--- src/rtl/bcd_arith_scan_n.sv ---
`default_nettype none
// bcd_arith_scan_n: add/subtract two unsigned operands, double-dabble the magnitude to BCD, scan a 7-seg display.
// Optional macro LEADING_ZERO_BLANK_EN blanks digit positions above the most significant nonzero digit.
module bcd_arith_scan_n #(
  parameter int WIDTH       = 8,
  parameter int DIGITS      = 3,
  parameter int REFRESH_DIV = 50000
) (
  input  logic                  clk,
  input  logic                  reset,
  input  logic                  selector_suma_resta,
  input  logic [WIDTH-1:0]      input_top_1,
  input  logic [WIDTH-1:0]      input_top_2,
  output logic [6:0]            SSeg,
  output logic [DIGITS:0]       an,
  output logic [4*DIGITS-1:0]   bcd_out,
  output logic                  negative,
  output logic                  overflow,
  output logic                  done
);

  localparam int MW   = WIDTH + 1;
  localparam int NEED = (MW * 30103 + 99999) / 100000 + 1;
  localparam int ND   = (NEED > DIGITS) ? NEED : DIGITS;
  localparam int BW   = 4 * ND;
  localparam int CW   = $clog2(MW + 1);
  localparam int RW   = $clog2(REFRESH_DIV);
  localparam int IW   = $clog2(DIGITS + 1);
  localparam int AW   = DIGITS + 1;

  localparam logic [6:0] SEG_BLANK = 7'b1111111;
  localparam logic [6:0] SEG_DASH  = 7'b0111111;

  typedef enum logic [1:0] {
    S_IDLE  = 2'd0,
    S_LOAD  = 2'd1,
    S_SHIFT = 2'd2,
    S_DONE  = 2'd3
  } state_t;

  state_t              state_q;
  logic [MW-1:0]       mag_q;
  logic [BW-1:0]       bcd_q;
  logic [CW-1:0]       cnt_q;
  logic                neg_q;
  logic [4*DIGITS-1:0] bcd_out_q;
  logic                neg_out_q;
  logic                ovf_q;
  logic                done_q;

  logic [RW-1:0]       ref_q;
  logic [IW-1:0]       idx_q;
  logic [AW-1:0]       an_q;
  logic [6:0]          sseg_q;

  logic [MW-1:0]       load_mag_d;
  logic                load_neg_d;
  logic [BW-1:0]       adj_d;
  logic [BW-1:0]       bcd_d;
  logic [MW-1:0]       mag_d;
  logic                ovf_d;
  logic [3:0]          nib_d;
  logic [6:0]          seg_d;

  always_comb begin
    load_neg_d = 1'b0;
    if (!selector_suma_resta) begin
      load_mag_d = {1'b0, input_top_1} + {1'b0, input_top_2};
    end else if (input_top_1 >= input_top_2) begin
      load_mag_d = {1'b0, input_top_1 - input_top_2};
    end else begin
      load_mag_d = {1'b0, input_top_2 - input_top_1};
      load_neg_d = 1'b1;
    end
  end

  // One double-dabble step: correct every nibble >=5, then shift {bcd, mag} left.
  always_comb begin
    adj_d = bcd_q;
    for (int k = 0; k < ND; k++) begin
      if (bcd_q[4*k +: 4] >= 4'd5) begin
        adj_d[4*k +: 4] = bcd_q[4*k +: 4] + 4'd3;
      end
    end
    {bcd_d, mag_d} = {adj_d, mag_q} << 1;
  end

  if (ND > DIGITS) begin : g_ovf
    assign ovf_d = |bcd_d[BW-1:4*DIGITS];
  end else begin : g_no_ovf
    assign ovf_d = 1'b0;
  end

  always_ff @(posedge clk) begin
    if (reset) begin
      state_q   <= S_IDLE;
      mag_q     <= '0;
      bcd_q     <= '0;
      cnt_q     <= '0;
      neg_q     <= 1'b0;
      bcd_out_q <= '0;
      neg_out_q <= 1'b0;
      ovf_q     <= 1'b0;
      done_q    <= 1'b0;
    end else begin
      done_q <= 1'b0;
      case (state_q)
        S_IDLE: state_q <= S_LOAD;
        S_LOAD: begin
          mag_q   <= load_mag_d;
          neg_q   <= load_neg_d;
          bcd_q   <= '0;
          cnt_q   <= CW'(MW);
          state_q <= S_SHIFT;
        end
        S_SHIFT: begin
          bcd_q <= bcd_d;
          mag_q <= mag_d;
          cnt_q <= cnt_q - CW'(1);
          // Display registers are loaded with the final step so they are valid throughout DONE.
          if (cnt_q == CW'(1)) begin
            bcd_out_q <= bcd_d[4*DIGITS-1:0];
            neg_out_q <= neg_q;
            ovf_q     <= ovf_d;
            done_q    <= 1'b1;
            state_q   <= S_DONE;
          end
        end
        S_DONE:  state_q <= S_LOAD;
        default: state_q <= S_IDLE;
      endcase
    end
  end

  function automatic logic [6:0] seg_dec(input logic [3:0] v);
    case (v)
      4'd0:    seg_dec = 7'b1000000;
      4'd1:    seg_dec = 7'b1111001;
      4'd2:    seg_dec = 7'b0100100;
      4'd3:    seg_dec = 7'b0110000;
      4'd4:    seg_dec = 7'b0011001;
      4'd5:    seg_dec = 7'b0010010;
      4'd6:    seg_dec = 7'b0000010;
      4'd7:    seg_dec = 7'b1111000;
      4'd8:    seg_dec = 7'b0000000;
      4'd9:    seg_dec = 7'b0010000;
      default: seg_dec = SEG_BLANK;
    endcase
  endfunction

`ifdef LEADING_ZERO_BLANK_EN
  logic [DIGITS-1:0] lz_d;
  logic              all0_d;

  always_comb begin
    lz_d   = '0;
    all0_d = 1'b1;
    for (int k = DIGITS - 1; k >= 1; k--) begin
      all0_d = all0_d & (bcd_out_q[4*k +: 4] == 4'd0);
      lz_d[k] = all0_d;
    end
  end
`endif

  always_comb begin
    nib_d = '0;
    seg_d = SEG_BLANK;
    for (int k = 0; k < DIGITS; k++) begin
      if (idx_q == IW'(k)) begin
        nib_d = bcd_out_q[4*k +: 4];
      end
    end
    if (idx_q == IW'(DIGITS)) begin
      seg_d = neg_out_q ? SEG_DASH : SEG_BLANK;
    end else if (ovf_q) begin
      seg_d = SEG_DASH;
    end else begin
      seg_d = seg_dec(nib_d);
`ifdef LEADING_ZERO_BLANK_EN
      for (int k = 1; k < DIGITS; k++) begin
        if (idx_q == IW'(k) && lz_d[k]) begin
          seg_d = SEG_BLANK;
        end
      end
`endif
    end
  end

  always_ff @(posedge clk) begin
    if (reset) begin
      ref_q  <= '0;
      idx_q  <= '0;
      an_q   <= '1;
      sseg_q <= SEG_BLANK;
    end else begin
      an_q   <= ~(AW'(1) << idx_q);
      sseg_q <= seg_d;
      if (ref_q == RW'(REFRESH_DIV - 1)) begin
        ref_q <= '0;
        idx_q <= (idx_q == IW'(DIGITS)) ? '0 : idx_q + IW'(1);
      end else begin
        ref_q <= ref_q + RW'(1);
      end
    end
  end

  assign SSeg     = sseg_q;
  assign an       = an_q;
  assign bcd_out  = bcd_out_q;
  assign negative = neg_out_q;
  assign overflow = ovf_q;
  assign done     = done_q;

endmodule
`default_nettype wire

--- config.mk ---
export PLATFORM = sky130hd
export DESIGN_NAME = bcd_arith_scan_n
export DESIGN_NICKNAME = d
export VERILOG_FILES = /design/src/rtl/bcd_arith_scan_n.sv
export SDC_FILE = /design/constraint.sdc
export NUM_CORES = 1
export LEC_CHECK = 0
export ABC_CLOCK_PERIOD_IN_PS = 5200
export CORE_ASPECT_RATIO = 0.8
export CORE_MARGIN = 3
export CORE_UTILIZATION = 25
export CTS_BUF_LIST = sky130_fd_sc_hd__clkbuf_16
export CTS_CLUSTER_DIAMETER = 100
export CTS_CLUSTER_SIZE = 8
export DETAILED_ROUTE_END_ITERATION = 7
export PLACE_DENSITY_LB_ADDON = 0.2
export SLEW_MARGIN = 5
export SYNTH_ARGS = -nofsm -noshare
export SYNTH_HDL_FRONTEND = slang
export SYNTH_SLANG_ARGS = --single-unit
--- constraint.sdc ---
create_clock -name clk -period 5.2 [get_ports clk]
set_clock_uncertainty 0.1 [all_clocks]
set_input_delay 1.04 -clock clk [delete_from_list [all_inputs] [get_ports clk]]
set_output_delay 1.04 -clock clk [all_outputs]
set_load 0.02 [all_outputs]
==> metrics.yaml <==
critical_path:
  worstSetupPathType: "input port to register"
  critPathMaxFanout: 10
  critical_path_required_ps: 5350
  cp-end-kind: "register"
  slowest_stage: "a311oi_4"
  max_stage_delay_ps: 580
  worstPathArrival_ps: 3820
  worstPathCellList: "clkdlybuf4s50_1, inv_1, ha_1, a21oi_4, o211ai_2, a311oi_4, mux2_2, mux2i_1, xnor2_1, a211oi_1"
  startpoint_type: "input port"
sta:
  tns_ps: 0
  fin_ws_ps: 1532
  final-setup-viol-count: 0
  timing.final.crit_share_pct: 70.53
  max_freq_mhz: 272.6
  slew_headroom_pct: 50.73
  worstMarginPinSlew_ps: 737.6
  rsz0062_at_grt: "no"
  period_minus_slack_ps: 3668
  finalMaxSlewViolations: 0
  finalHoldViolations: 0
route:
  vias: 3757
  viasPerCell: 4.656
  firstDrtPassIters: 5
  drt-initial-drc-count: 247
  wire_per_inst_um: 12.58
  route.detailed.drc: 0
  antenna_left: 0
  wl_mm: 10.16
finish:
  filler_cell_count: 1853
  drive_gt1_share_pct: 5.842
  area_growth_pct: 19.65
  antenna_cells: 0
  nNetsFinal: 644
  seq_area_um2: 1521
  multi_input_area_um2: 2681
yosys:
  synth_top_area_cell: "dfxtp_1"
  synth-seq-cells: 76
  yosysMostFrequentCell: "dfxtp_1"
  synth.top_cell.area_share_pct: 33.69
  post_synth.cell_area_avg_um2: 8.316
  synth_top_flop_cell: "dfxtp_1"
  yosysSeqAreaShare_pct: 33.69
  synthCells: 543
  async_reset_ff_share_pct: 0
  synth-edff-count: 0
  syn_area_um2: 4516
  yosysWarnings: 0
  syn_nets: 610
  synthDistinctLibCells: 52
  synth_area_leaders: "dfxtp_1 34%, ha_1 12%, a21oi_1 5.3%, nand2_1 4.5%, nor2_1 4.5%"
  synth_common_cells: "76 x dfxtp_1, 54 x nand2_1, 54 x nor2_1, 48 x a21oi_1, 47 x inv_1"
global_routing:
  grt_pass1_wl_mm: 17.00
  grt_pass1_vias: 3465
  met2_usage_pct: 15.96
  grt_max_degree: 50
  met1_usage_pct: 14.62
  antenna_found_initial: 0
  grtUsageMet3_pct: 2.989
  grt_overflow_total: 0
  track_usage_pct: 10.48
  grt_busiest_layer: "met2"
clock_tree:
  clkTransAtPathRegs_ps: 60
  htreeDepth: 3
  cts-root-buf: "clkbuf_16"
  clock_sinks: 76
  cts_tree: "built"
  clk_latency_ps: 340
  cts_setup_buffers: 0
  cts.repair.resized: 0
  cts-buffers-inserted: 9
  ctsLongestPathBuffers: 2
  holdBufCountCts: 0
place:
  io_buffers: 44
  post-place-ws_ps: 1177
  dpl.hpwl_mm: 7.405
  place.gp.congestion: 0.8476
worst_hold_path:
  hold_path_class: "register to register"
floorplan:
  die_h_um: 126.2
  initial_utilization_pct: 25.75
  die-area_um2: 19720
  coreArea_um2: 17540
  boundaryPins: 45
  row_count: 43
  die_w_um: 156.3
job:
  cap_violations: 0
outcome:
  status: "complete, no violations"
power:
  ir_worst_vdd_uv: 142.9
  leakagePower_uw: 0.002098
  power_density_nw_per_um2: 321.6
==> logic make-up after synthesis <==
| logic type | synth area share (%) |
|---|---|
| buffers and inverters | 6.927 |
| AOI/OAI and AO/OA | 18.12 |
| muxes | 4.128 |
| adders and majority gates | 13.80 |
| DFF | 33.69 |
| and+or+nand+nor | 18.68 |
| xor gates and xnor gates | 4.655 |
==> worst max-delay path: cells and delay by family <==
family,cells,cell delay (ps)
compound gates,4,1140
xor+xnor,1,90
fa+ha+maj,1,450
buf+inv,2,550
mux,2,550
==> sequential cells by signal (all words and copies together) (netlist names), 2 cells and up <==
register,count
bcd_q,16
ref_q,16
bcd_out,12
mag_q,9
SSeg,7
an,4
cnt_q,4
idx_q,2
state_q,2
==> through the flow <==
stage,power [uW],utilization [%],hold slack (ps),cells,instance area [um^2]
2_1_floorplan,1032,-,329.5,543,4516
3_3_place_gp,1150,29.18,347.1,791,5119
3_5_place_dp,1154,29.18,359.3,791,5119
4_1_cts,1766,30.80,372.1,807,5403
5_1_grt,1853,30.80,409.2,807,5403
6_report,1737,30.80,367.9,807,5403
==> final timing paths <==
kind / start / endpoint / slack [ps] / cells after the start
worst max-delay path: input_top_1[3] / mag_q[4] / 1530 / 10
worst min-delay path: ref_q[0] / ref_q[0] / 370 / 1
worst max register to register: state_q[0] / cnt_q[3] / 2700 / 6
worst min register to register: ref_q[0] / ref_q[0] / 370 / 1
==> report_power, final <==
part / switching (uW) / internal (uW) / total (uW) / leakage [uW]
clock network: 234 / 365 / 599 / 0.000150
logic: 280 / 177 / 457 / 0.00133
registers: 37.8 / 643 / 681 / 0.000619
total: 552 / 1180 / 1740 / 0.00210
==> cell usage in the layout, fill, tap and decap left out, types with 13 or more instances in the layout <==
cell,n
dfxtp_1,76
nand2_1,54
nor2_1,54
inv_1,48
a21oi_1,48
ha_1,45
clkdlybuf4s50_1,43
o21ai_0,29
xnor2_1,16
mux2i_1,13
a22oi_1,13
nand3_1,13
==> area by class of cell <==
| class | instances | area share [%] |
|---|---|---|
| Sequential cell | 76 | 28.16 |
| Timing Repair Buffer | 47 | 8.476 |
| Clock buffer | 9 | 4.169 |
| Inverter | 47 | 3.265 |
| Multi-Input combinational cell | 396 | 49.63 |
| Tap cell | 225 | 5.211 |
| Clock inverter | 7 | 1.088 |
==> metal layers <==
metal	vias to the layer above	wire length, um	part of all wire [%]
met5	-	0	0
met4	0	91	0.90
met3	7	323	3.2
met2	57	4477	44
met1	1761	5262	52
li1	1932	-	-
(Power assumes the default switching activity.)
